<file path="config.mk">
export PLATFORM = sky130hd
export DESIGN_NAME = sw_max_tracker
export DESIGN_NICKNAME = d
export VERILOG_FILES = /design/src/rtl/sw_max_tracker.sv
export SDC_FILE = /design/constraint.sdc
export NUM_CORES = 1
export LEC_CHECK = 0
export ABC_AREA = 1
export BUFFER_PORTS_ARGS = -buffer_cell sky130_fd_sc_hd__buf_2
export CORE_ASPECT_RATIO = 0.9
export CORE_MARGIN = 4
export CORE_UTILIZATION = 40
export CTS_BUF_LIST = sky130_fd_sc_hd__clkbuf_4
export DETAILED_ROUTE_END_ITERATION = 16
export GPL_TIMING_DRIVEN = 0
export PLACE_DENSITY = 0.73
export SYNTH_ARGS = -nofsm -noshare
export SYNTH_HDL_FRONTEND = slang
export SYNTH_SLANG_ARGS = --single-unit
</file>
<file path="constraint.sdc">
create_clock -name clk -period 2.2 [get_ports clk]
set_input_delay 0.44 -clock clk [delete_from_list [all_inputs] [get_ports clk]]
set_output_delay 0.44 -clock clk [all_outputs]
set_load 0.01 [all_outputs]
</file>
<file path="src/rtl/sw_max_tracker.sv">
// sw_max_tracker
//
// Streaming maximum-score tracker for the Smith-Waterman back end. Each beat
// carries up to LANES cell scores. A registered comparison tree picks the best
// valid lane (stage A). That winner is then folded into a running maximum
// together with its (row, col) position (stage B).
//
// Ports
//   clk           clock, all state on rising edge
//   rst_n         asynchronous active-low reset
//   i_start       start a new job (aborts any job in progress)
//   i_valid       beat valid
//   i_last        final beat of the job, qualified by i_valid
//   i_lane_valid  per-lane valid; invalid lanes never win
//   i_score       lane k score at [k*DATA_WIDTH +: DATA_WIDTH]
//   i_row         row index of the beat
//   i_col_base    column of lane 0; lane k sits at i_col_base + k (wrapping)
//   o_max         running maximum score
//   o_row, o_col  position of o_max
//   o_found       a score > 0 has been recorded in this job
//   o_busy        job active or pipeline draining
//   o_done        one-cycle pulse, results final
//
// NUM_FMT = 0: two's complement scores. NUM_FMT = 1: sign-magnitude scores.
//
// state  | meaning
// -------+-----------------------------------------------------------
// IDLE   | no job; beats ignored, outputs hold the last job's result
// RUN    | job active, every valid beat accepted
// DRAIN  | last beat accepted, two cycles while the pipeline empties

module sw_max_tracker #(
    parameter int DATA_WIDTH = 16,
    parameter int LANES      = 4,
    parameter int POS_WIDTH  = 16,
    parameter int NUM_FMT    = 0
) (
    input  logic                        clk,
    input  logic                        rst_n,
    input  logic                        i_start,
    input  logic                        i_valid,
    input  logic                        i_last,
    input  logic [LANES-1:0]            i_lane_valid,
    input  logic [LANES*DATA_WIDTH-1:0] i_score,
    input  logic [POS_WIDTH-1:0]        i_row,
    input  logic [POS_WIDTH-1:0]        i_col_base,
    output logic [DATA_WIDTH-1:0]       o_max,
    output logic [POS_WIDTH-1:0]        o_row,
    output logic [POS_WIDTH-1:0]        o_col,
    output logic                        o_found,
    output logic                        o_busy,
    output logic                        o_done
);

    localparam int LEAVES = 1 << $clog2(LANES);
    localparam int IDX_W  = (LANES > 1) ? $clog2(LANES) : 1;

    typedef enum logic [1:0] {
        ST_IDLE,
        ST_RUN,
        ST_DRAIN
    } state_t;

    // Strict "a is greater than b" in the configured number format.
    function automatic logic score_gt(input logic [DATA_WIDTH-1:0] a,
                                      input logic [DATA_WIDTH-1:0] b);
        logic                  res;
        logic                  a_neg;
        logic                  b_neg;
        logic [DATA_WIDTH-2:0] a_mag;
        logic [DATA_WIDTH-2:0] b_mag;
        a_mag = a[DATA_WIDTH-2:0];
        b_mag = b[DATA_WIDTH-2:0];
        // -0 is treated as non-negative so it compares equal to +0
        a_neg = a[DATA_WIDTH-1] && (a_mag != '0);
        b_neg = b[DATA_WIDTH-1] && (b_mag != '0);
        if (NUM_FMT == 0) begin
            res = $signed(a) > $signed(b);
        end else if (!a_neg && b_neg) begin
            res = 1'b1;
        end else if (a_neg && !b_neg) begin
            res = 1'b0;
        end else if (!a_neg) begin
            res = a_mag > b_mag;
        end else begin
            res = a_mag < b_mag;
        end
        return res;
    endfunction

    state_t state_q, state_d;
    logic   drain_cnt_q, drain_cnt_d;

    logic   accept;

    // Comparison tree (combinational, feeds stage A register)
    logic [LEAVES-1:0]            lv_pad;
    logic [LEAVES*DATA_WIDTH-1:0] sc_pad;
    logic                         win_v;
    logic [DATA_WIDTH-1:0]        win_s;
    logic [IDX_W-1:0]             win_i;

    // Stage A
    logic                  a_valid_q;
    logic                  a_last_q;
    logic                  a_cand_q;
    logic [DATA_WIDTH-1:0] a_score_q;
    logic [POS_WIDTH-1:0]  a_row_q;
    logic [POS_WIDTH-1:0]  a_col_q;

    // Stage B / running result
    logic [DATA_WIDTH-1:0] max_q, max_d;
    logic [POS_WIDTH-1:0]  row_q, row_d;
    logic [POS_WIDTH-1:0]  col_q, col_d;
    logic                  found_q, found_d;
    logic                  done_q, done_d;

    // A beat presented together with i_start already belongs to the new job.
    assign accept = i_valid && (i_start || (state_q == ST_RUN));

    always_comb begin
        lv_pad                            = '0;
        lv_pad[LANES-1:0]                 = i_lane_valid;
        sc_pad                            = '0;
        sc_pad[LANES*DATA_WIDTH-1:0]      = i_score;
    end

    // Heap-ordered tree: node n has children 2n and 2n+1, leaves at
    // LEAVES..2*LEAVES-1. The left child always holds the lower lanes, so
    // taking the right child only when strictly greater gives the
    // lower-lane-wins tie-break.
    always_comb begin
        logic                  node_v [2*LEAVES];
        logic [DATA_WIDTH-1:0] node_s [2*LEAVES];
        logic [IDX_W-1:0]      node_i [2*LEAVES];
        for (int n = 0; n < 2*LEAVES; n++) begin
            node_v[n] = 1'b0;
            node_s[n] = '0;
            node_i[n] = '0;
        end
        for (int k = 0; k < LEAVES; k++) begin
            node_v[LEAVES+k] = lv_pad[k];
            node_s[LEAVES+k] = sc_pad[k*DATA_WIDTH +: DATA_WIDTH];
            node_i[LEAVES+k] = IDX_W'(k);
        end
        for (int n = LEAVES-1; n >= 1; n--) begin
            if (node_v[2*n+1] &&
                (!node_v[2*n] || score_gt(node_s[2*n+1], node_s[2*n]))) begin
                node_s[n] = node_s[2*n+1];
                node_i[n] = node_i[2*n+1];
            end else begin
                node_s[n] = node_s[2*n];
                node_i[n] = node_i[2*n];
            end
            node_v[n] = node_v[2*n] | node_v[2*n+1];
        end
        win_v = node_v[1];
        win_s = node_s[1];
        win_i = node_i[1];
    end

    always_ff @(posedge clk or negedge rst_n) begin
        if (!rst_n) begin
            a_valid_q <= 1'b0;
            a_last_q  <= 1'b0;
            a_cand_q  <= 1'b0;
            a_score_q <= '0;
            a_row_q   <= '0;
            a_col_q   <= '0;
        end else begin
            a_valid_q <= accept;
            a_last_q  <= accept && i_last;
            a_cand_q  <= accept && win_v;
            a_score_q <= win_s;
            a_row_q   <= i_row;
            a_col_q   <= i_col_base + POS_WIDTH'(win_i);
        end
    end

    // Running max starts at 0 and only moves on strictly greater candidates,
    // so non-positive scores are never recorded and earlier beats win ties.
    always_comb begin
        max_d   = max_q;
        row_d   = row_q;
        col_d   = col_q;
        found_d = found_q;
        done_d  = 1'b0;
        if (i_start) begin
            max_d   = '0;
            row_d   = '0;
            col_d   = '0;
            found_d = 1'b0;
        end else if (a_valid_q) begin
            if (a_cand_q && score_gt(a_score_q, max_q)) begin
                max_d   = a_score_q;
                row_d   = a_row_q;
                col_d   = a_col_q;
                found_d = 1'b1;
            end
            done_d = a_last_q;
        end
    end

    always_ff @(posedge clk or negedge rst_n) begin
        if (!rst_n) begin
            max_q   <= '0;
            row_q   <= '0;
            col_q   <= '0;
            found_q <= 1'b0;
            done_q  <= 1'b0;
        end else begin
            max_q   <= max_d;
            row_q   <= row_d;
            col_q   <= col_d;
            found_q <= found_d;
            done_q  <= done_d;
        end
    end

    // DRAIN lasts two cycles: down-counter loaded with 1, exit at zero.
    always_comb begin
        state_d     = state_q;
        drain_cnt_d = drain_cnt_q;
        if (i_start) begin
            if (i_valid && i_last) begin
                state_d     = ST_DRAIN;
                drain_cnt_d = 1'b1;
            end else begin
                state_d = ST_RUN;
            end
        end else begin
            case (state_q)
                ST_RUN: begin
                    if (i_valid && i_last) begin
                        state_d     = ST_DRAIN;
                        drain_cnt_d = 1'b1;
                    end
                end
                ST_DRAIN: begin
                    if (drain_cnt_q == 1'b0) begin
                        state_d = ST_IDLE;
                    end else begin
                        drain_cnt_d = 1'b0;
                    end
                end
                default: begin
                    state_d = state_q;
                end
            endcase
        end
    end

    always_ff @(posedge clk or negedge rst_n) begin
        if (!rst_n) begin
            state_q     <= ST_IDLE;
            drain_cnt_q <= 1'b0;
        end else begin
            state_q     <= state_d;
            drain_cnt_q <= drain_cnt_d;
        end
    end

    assign o_max   = max_q;
    assign o_row   = row_q;
    assign o_col   = col_q;
    assign o_found = found_q;
    assign o_busy  = (state_q != ST_IDLE);
    assign o_done  = done_q;

endmodule

</file>
# == Yosys cells after proc, flatten, opt, wreduce, memory -nomap -nowiden ==
# Cells that the tools add are included.
# op_classes
add_sub_neg,1
mul,0
div,0
order_cmp,4
n_eq_ne,4
n_shift,0
n_mux,30
bitwise_logic,3
reduce_logical,21
# ops
op,count
$mux W16,12
$gt A16 B16 Y1,4
$add A16 B2 Y16,1
$mux W1,11
$mux W2,5
$logic_and A1 B1 Y1,8
$reduce_bool A2 Y1,3
$logic_or A1 B1 Y1,4
$pmux W2 S2,1
$logic_not A1 Y1,3
$ne A3 B2 Y1 const B,1
$ne A3 B3 Y1 const B,1
$or A1 B1 Y1,3
$reduce_and A3 Y1,1
$reduce_bool A3 Y1,1
$eq A2 B1 Y1 const B,1
$eq A2 B2 Y1 const B,1
$pmux W1 S2,1
$reduce_and A2 Y1,1
# word_totals
reg_bits,104
latchBits,0
ramBits,0
romBits,0
in_bits,105
output_inout_bits,51
elab_cells,76
mem_count,0

# == Logic depth before layout (Yosys ltp) ==
# Gate-level depths: netlist of run 1.
# depth
word_depth,9
ltp_mapped,44
depth_no_buf,43

# == Least setup slack after synthesis of run 1 ==
# Ideal clock, no wire load.
# synth_path
path_type,input to register
startpoint,in i_score[47]
endpoint,reg a_col_q[14]
setup_ps,123
arrival_ps,4759
t_required_ps,2077
slack_ps,-2681
cell_stages,31
path_buffers,1
path_cell_list,inv_1 -> ha_1 -> a21oi_1 -> o21ai_0 -> a21oi_1 -> nand2_1 -> nand2_1 -> nand3_1 -> nand2_2 -> buf_4 -> nand3_1 -> and2_1 -> ha_1 -> nand2_1 -> nor4_2 -> nand2_1 -> nand3_1 -> nand3_2 -> nand2_1 -> nand2_2 -> o21ai_0 -> ha_1 -> inv_1 -> fa_1 -> nor2_1 -> nand3_1 -> nor2_1 -> nand2_1 -> nor3_1 -> nand4_1 -> xnor2_1
# synth_via
elab_chain_cells,9
word_cells_on_any_way,10
classes_between,add/sub: 1; order compare: 2; mux: 3; reduce/logical: 4
# synth_rtl
item,line_no,text
start: declaration,44,"input logic [LANES*DATA_WIDTH-1:0] i_score,"
$gt A16 B16 Y1,78,res = $signed(a) > $signed(b);
$logic_or A1 B1 Y1,148,"(!node_v[2*n] || score_gt(node_s[2*n+1], node_s[2*n]))) begin"
$logic_and A1 B1 Y1,147,if (node_v[2*n+1] &&
$mux W16,147,
$gt A16 B16 Y1,78,
$logic_or A1 B1 Y1,148,
$logic_and A1 B1 Y1,147,
$mux W2 *,147,
$add A16 B2 Y16 *,176,a_col_q <= i_col_base + POS_WIDTH'(win_i);
end signal: assignment,176,
end: declaration,109,logic [POS_WIDTH-1:0] a_col_q;
# Every way passes the cells marked *; elsewhere a longest branch is shown, timed or not.
# A chain may end at the register's enable or synchronous reset.

# == Worst setup path after layout of run 1 ==
# layout_path
startpoint,in i_score[14]
endpoint,reg a_col_q[14]
# The elaborated chain is that of the path after synthesis.

==> results of run 1 <==
-- final timing paths --
path	startpoint	to	slack (ps)	cells after the start
hold reg to reg	a_col_q[4]	o_col[4]	460	2
max in group asynchronous	rst_n	a_row_q[3]	1050	3
min in group asynchronous	rst_n	o_max[10]	480	2
setup / recovery	i_score[14]	a_col_q[14]	-2500	36
hold / removal	i_row[0]	a_row_q[0]	50	1
setup reg to reg	o_max[15]	o_row[3]	20	14
-- critical path: cells and delay by family --
kind	cells	cell delay, ps
xor+xnor	1	140
simple gates	24	2600
buf+inv	5	450
fa+ha+maj	4	1130
compound gates	2	310
-- flip-flops by register name, indices dropped and copies added, names as in the netlist --
name and count:
a_valid_q 1, o_max 16, a_last_q 1, o_done 1
o_found 1, a_row_q 16, a_col_q 16, o_row 16
o_col 16, a_cand_q 1, drain_cnt_q 1, state_q 2
a_score_q 16
-- power by group --
group | internal [uW] | total [uW] | switching, uW | leakage, uW
Sequential | 2130 | 2280 | 145 | 0.00133
Combinational | 1130 | 2530 | 1400 | 0.00376
Clock | 487 | 1170 | 682 | 0.0000954
Total | 3750 | 5980 | 2230 | 0.00519
-- stage by stage --
stage,TNS (ps),cells,worst slack [ps],util,hold slack (ps)
floorplan,-46420,818,-2404,-,144.4
global placement,-110610,1173,-3126,0.4904,420.5
detailed placement,-69490,1174,-3160,0.4923,426.7
CTS,-42000,1225,-2084,0.5817,26.99
global route,-62240,1250,-2693,0.6404,22.32
finish,-55050,1250,-2496,0.6404,50.56
-- layout by cell type, fill, tap and decap left out, types with 3 or more instances in the layout --
cell type / Yosys / routed
inv_2: 0 / 25
nor2_4: 0 / 7
a21oi_4: 1 / 3
clkbuf_1: 9 / 7
nor3_4: 0 / 3
dfrtp_1: 104 / 104
buf_2: 5 / 135
buf_8: 0 / 10
nand3_1: 130 / 83
nand3_4: 0 / 11
buf_6: 7 / 39
and2_4: 0 / 13
nand2_4: 3 / 19
xor2_1: 7 / 7
inv_4: 0 / 9
nand2_2: 2 / 87
xnor2_1: 6 / 4
a21oi_1: 29 / 13
nor2_1: 24 / 14
nand3_2: 2 / 38
ha_4: 0 / 47
nand2_1: 247 / 144
o21ai_2: 0 / 5
ha_1: 66 / 17
inv_1: 124 / 88
clkbuf_4: 0 / 10
nand4_1: 5 / 5
buf_16: 0 / 3
buf_4: 4 / 38
nor2_2: 2 / 5
and2_1: 16 / 3
a21oi_2: 0 / 14
-- layer usage --
metal	up-vias	wire length, um	global-route usage
li1	3056	-	-
met1	3084	8145	0.2623
met2	309	10480	0.3502
met3	93	1521	0.03432
met4	4	999	0.08091
met5	-	25	0
-- kinds of logic (layout without fill, tap and decap cells) --
group / after synthesis / count (layout)
buffers and inverters: 150 / 379
adders and majority gates: 67 / 67
DFF: 104 / 104
xor gates and xnor gates: 13 / 13
AOI/OAI and AO/OA: 45 / 45
and+or+nand+nor: 439 / 439
other: 0 / 1
-- timing repair --
item	CTS	global route
setup buffers	32	25
hold buffers	1	0
cloned	4	3
pin swaps	64	92
resized for setup	192	181
endpoints found under the setup margin	33	80
endpoints found under the hold margin	42	0
-- area by class of cell --
cell class / instances / area, um^2
Antenna cell: 1 / 2.502
Buffer: 24 / 222.7
Clock buffer: 9 / 67.56
Clock inverter: 7 / 113.9
Fill cell: 1145 / 5592
Inverter: 125 / 509.2
Multi-Input combinational cell: 564 / 4672
Sequential cell: 104 / 2603
Tap cell: 202 / 252.7
Timing Repair Buffer: 214 / 1514
==> flow_metrics.tcl, run 1 <==
set metrics [dict create \
    fin_ws_ps -2496 \
    synth-compound-area-share 0.03953 \
    portBuffers 153 \
    io_pins 156 \
    synthArstFlopShare 1.000 \
    synthMostInstantiatedCell "nand2_1" \
    period_share 2.135 \
    syn2layout_area_growth_pct 55.73 \
    hpwlAfterDp_um 13120 \
    run_status "finished, violations left" \
    critPathSlowestCell "fa_2" \
    postPlaceCellArea_mm2 0.007655 \
    synth_commonest_cells "nand2_1, nand3_1, inv_1" \
    layout-drive-gt1-share 0.5196 \
    cp_slowest_stage_delay_ps 410 \
    synth_area_mm2 0.006394 \
    ys.flop_type "dfrtp_1" \
    synthMuxAreaShare 0 \
    start_util 0.4112 \
    die_w_um 141.3 \
    fp.dieArea_mm2 0.01807 \
    postRouteAntennaNets 0 \
    synth_xor_area_frac 0.01781 \
    max-vdd-ir-drop_mv 0.4476 \
    core_area_mm2 0.01555 \
    p_leak_uw 0.005186 \
    grt_antenna_before_repair 3 \
    cp_max_fo 5 \
    period_needed_ps 4696 \
    syn-num-nets 990 \
    setup_viol 32 \
    maxCapViolations 0 \
    cts_tree "done" \
    synth_cell_types 33 \
    path_common_cell "nand2_2" \
    tightest_slew_ps 851.6 \
    drt_pass1_iterations 5 \
    fin_skew_ps 21.59 \
    rsz0062_at_grt "yes" \
    arrival_ps 5090 \
    relSlewSlack 0.4322 \
    hold_path.class "in -> reg" \
    cts-htree-levels 3 \
    numCtsBuffers 9 \
    synth_warnings 0 \
    gp_congestion 0.9281 \
    p_per_area_mw_per_mm2 600.4 \
    drtIter0Drc 398 \
    syn_avg_cell_area_um2 7.816 \
    p_total_uw 5978 \
    synth_top_family_by_area "simple AND/OR/NAND/NOR gates" \
    grt_pass1_vias 6189 \
    viasPerCell 5.237 \
    end_kind "flip-flop" \
    grt_pass1_wl_um 30080 \
    start_kind "primary input" \
    netlist_instances 818 \
    path_class "in -> reg" \
    clock_latency_ps 480 \
    max_freq_mhz 212.9 \
    grt_usage 0.2059 \
    synth_top_cell_by_area "dfrtp_1" \
    violations "negative setup slack" \
    synthTopCellsByArea "dfrtp_1, nand2_1, ha_1" \
    hold_viol 0 \
    rows 43 \
    clkTransAtPathRegs_ps 180 \
    overflow 0 \
    final_area_mm2 0.009957 \
    final-max-slew-violation-count 0 \
    routedWlPerCell_um 16.93 \
    cts_num_sinks 104 \
    critPathRequiredTime_ps 2590 \
    seq_area_frac_synth 0.4070 \
    synth_edf_count 0 \
    die_h_um 127.9 \
    synth_top_area_share 0.4070 \
    nets 1214 \
    drc 0 \
    cts.path.max_buffers 2 \
    grt_max_degree 63 \
    root_buffer "clkbuf_4" \
    yosys.area_share.simple 0.3037 \
    drt-total-wl_um 21170 \
    vias 6546 \
    synth_fa_ha_area_frac 0.1323 \
    ys_seq_elements 104 \
]
No activity file was read; power rests on OpenSTA's default activity.
==> run 2: changes to the inputs <==
--- a/config.mk
+++ b/config.mk
@@ -7,13 +7,14 @@
 export LEC_CHECK = 0
 export ABC_AREA = 1
 export BUFFER_PORTS_ARGS = -buffer_cell sky130_fd_sc_hd__buf_2
+export CELL_PAD_IN_SITES_DETAIL_PLACEMENT = 0
+export CELL_PAD_IN_SITES_GLOBAL_PLACEMENT = 1
 export CORE_ASPECT_RATIO = 0.9
 export CORE_MARGIN = 4
-export CORE_UTILIZATION = 40
-export CTS_BUF_LIST = sky130_fd_sc_hd__clkbuf_4
+export CORE_UTILIZATION = 39
 export DETAILED_ROUTE_END_ITERATION = 16
 export GPL_TIMING_DRIVEN = 0
-export PLACE_DENSITY = 0.73
+export PLACE_DENSITY = 0.9
 export SYNTH_ARGS = -nofsm -noshare
 export SYNTH_HDL_FRONTEND = slang
 export SYNTH_SLANG_ARGS = --single-unit
==> run 2 against run 1 <==
Effect of this change:
- the flow still finishes with violations (negative setup slack)
- die area increased by 2.4%
- core utilization fell by 3.7 points
- first-iteration DRC count decreased by 29%
- sequential share of layout area up 0.58 points
- sequential power is essentially flat
- combinational power down 8%
- critical path depth did not move
- wire length is 11% lower
- non-clock buffer count increased by 2
- flip-flop and latch count stayed put
- global-route usage shrank 2.0 points
- clock skew is 10 ps lower
- critical path type unchanged
- largest power group unchanged
- highest routed layer is now met4
==> flow_metrics.tcl, run 2 (synthesis gave the netlist of run 1 again) <==
set metrics [dict create \
    nets 1216 \
    tightest_slew_ps 672.3 \
    period_needed_ps 4626 \
    drt_pass1_iterations 5 \
    start_kind "primary input" \
    hold_viol 0 \
    numCtsBuffers 9 \
    final_common_cell "nand2_1" \
    arrival_ps 4850 \
    max_freq_mhz 216.2 \
    root_buffer "clkbuf_16" \
    cts.path.max_buffers 2 \
    start_util 0.3964 \
    critPathRequiredTime_ps 2420 \
    fin_tns_setup_ps -57080 \
    postRouteAntennaNets 0 \
    cts_num_sinks 104 \
    routed.top_layer "met4" \
    grt_pass1_wl_um 27950 \
    overflow 0 \
    cp_slowest_stage_delay_ps 360 \
    core_area_mm2 0.01613 \
    postCtsHoldBufs 0 \
    layout-drive-gt1-share 0.4414 \
    io_pins 156 \
    max-vdd-ir-drop_mv 0.4412 \
    worstReg2RegEnd "o_row[14]" \
    critPathSlowestCell "fa_2" \
    violations "negative setup slack" \
    setup_viol 32 \
    p_per_area_mw_per_mm2 638.2 \
    routedWlPerCell_um 15.05 \
    run_status "finished, violations left" \
    rr_worst_depth 15 \
    syn2layout_area_growth_pct 52.33 \
    met3WireLength_um 969 \
    grt_pass1_vias 5916 \
    vias 6178 \
    end_kind "flip-flop" \
    fp.dieArea_mm2 0.01851 \
    wl_met1_um 8377 \
    wl_met2_um 9131 \
    portBuffers 153 \
    maxCapViolations 0 \
    fin_skew_ps 11.39 \
    fill_cells 1352 \
    hold_path.class "in -> async" \
    rsz0062_at_grt "yes" \
    final-max-slew-violation-count 0 \
    drc 0 \
    diodes 0 \
    cts-htree-levels 3 \
    r2r_start "a_score_q[15]" \
    fin_ws_ps -2426 \
    fin_hold_ws_ps 86.95 \
    period_share 2.103 \
    clock_latency_ps 340 \
    hpwlAfterDp_um 13160 \
    most-common-layout-cells "nand2_1, buf_2, dfrtp_1, inv_1, nand3_1" \
    cp_max_fo 5 \
    die_w_um 143.0 \
    grt_antenna_before_repair 0 \
    drt-total-wl_um 18910 \
    clkTransAtPathRegs_ps 70 \
    grt_max_degree 63 \
    finalCoreUtilization 0.6038 \
    cts_tree "done" \
    relSlewSlack 0.5518 \
    rows 44 \
    viasPerCell 4.919 \
    reg2reg_setup_slack_ps 10 \
    die_h_um 129.5 \
    grt_usage 0.1863 \
    gp_congestion 0.8515 \
    p_leak_uw 0.005181 \
    drtIter0Drc 284 \
    path_class "in -> reg" \
]
run 2: where the power goes:
group	internal [uW]	total, uW	switching, uW
Combinational	1070	2340	1270
Clock	899	1610	714
Sequential	2140	2260	126
Total	4110	6220	2110
run 2: final cells by class:
cell class / count / area, um^2 / share of cell area
Tap cell: 207 / 259.0 / 0.02659
Inverter: 125 / 511.7 / 0.05254
Timing Repair Buffer: 216 / 1546 / 0.1588
Buffer: 24 / 212.7 / 0.02184
Sequential cell: 104 / 2603 / 0.2672
Clock buffer: 10 / 229.0 / 0.02351
Clock inverter: 6 / 75.07 / 0.007708
Multi-Input combinational cell: 564 / 4303 / 0.4418
run 2: critical path, delay by kind of cell:
| family | cells | cell delay (ps) |
|---|---|---|
| buffers and inverters | 6 | 550 |
| adders and majority gates | 4 | 1030 |
| AOI/OAI and AO/OA | 5 | 710 |
| and+or+nand+nor | 20 | 1980 |
| xor gates and xnor gates | 1 | 150 |
run 2: per-layer routing:
metal	up-vias	GRT usage
li1	3052	-
met1	2903	0.2558
met2	186	0.3119
met3	37	0.02472
met4	0	0.04975
met5	-	0
run 2: what timing repair did:
item / in CTS / in global routing
endpoints found under the setup margin: 33 / 73
resized for setup: 124 / 138
buffers inserted: 26 / 28
cloned: 3 / 5
pin swaps: 53 / 75
run 2: how the worst max path moves through the flow:
stage,from,endpoint,slack (ps)
6_report,i_score[13],a_col_q[14],-2430
5_1_grt,i_score[37],a_col_q[14],-2700
4_1_cts,i_score[11],a_col_q[14],-2440
3_5_place_dp,i_score[11],a_col_q[14],-3320
3_3_place_gp,i_score[11],a_col_q[14],-3290
2_1_floorplan,i_score[45],a_col_q[14],-2400
run 2: per-stage QoR:
step	total power, uW	cell area [um^2]	cells	setup slack (ps)
detailed placement	3881	7661	1179	-3317
finish	6216	9739	1256	-2426
floorplan	3328	6606	818	-2404
CTS	5805	8838	1224	-2444
global route	6586	9739	1256	-2704
global placement	3845	7631	1178	-3288
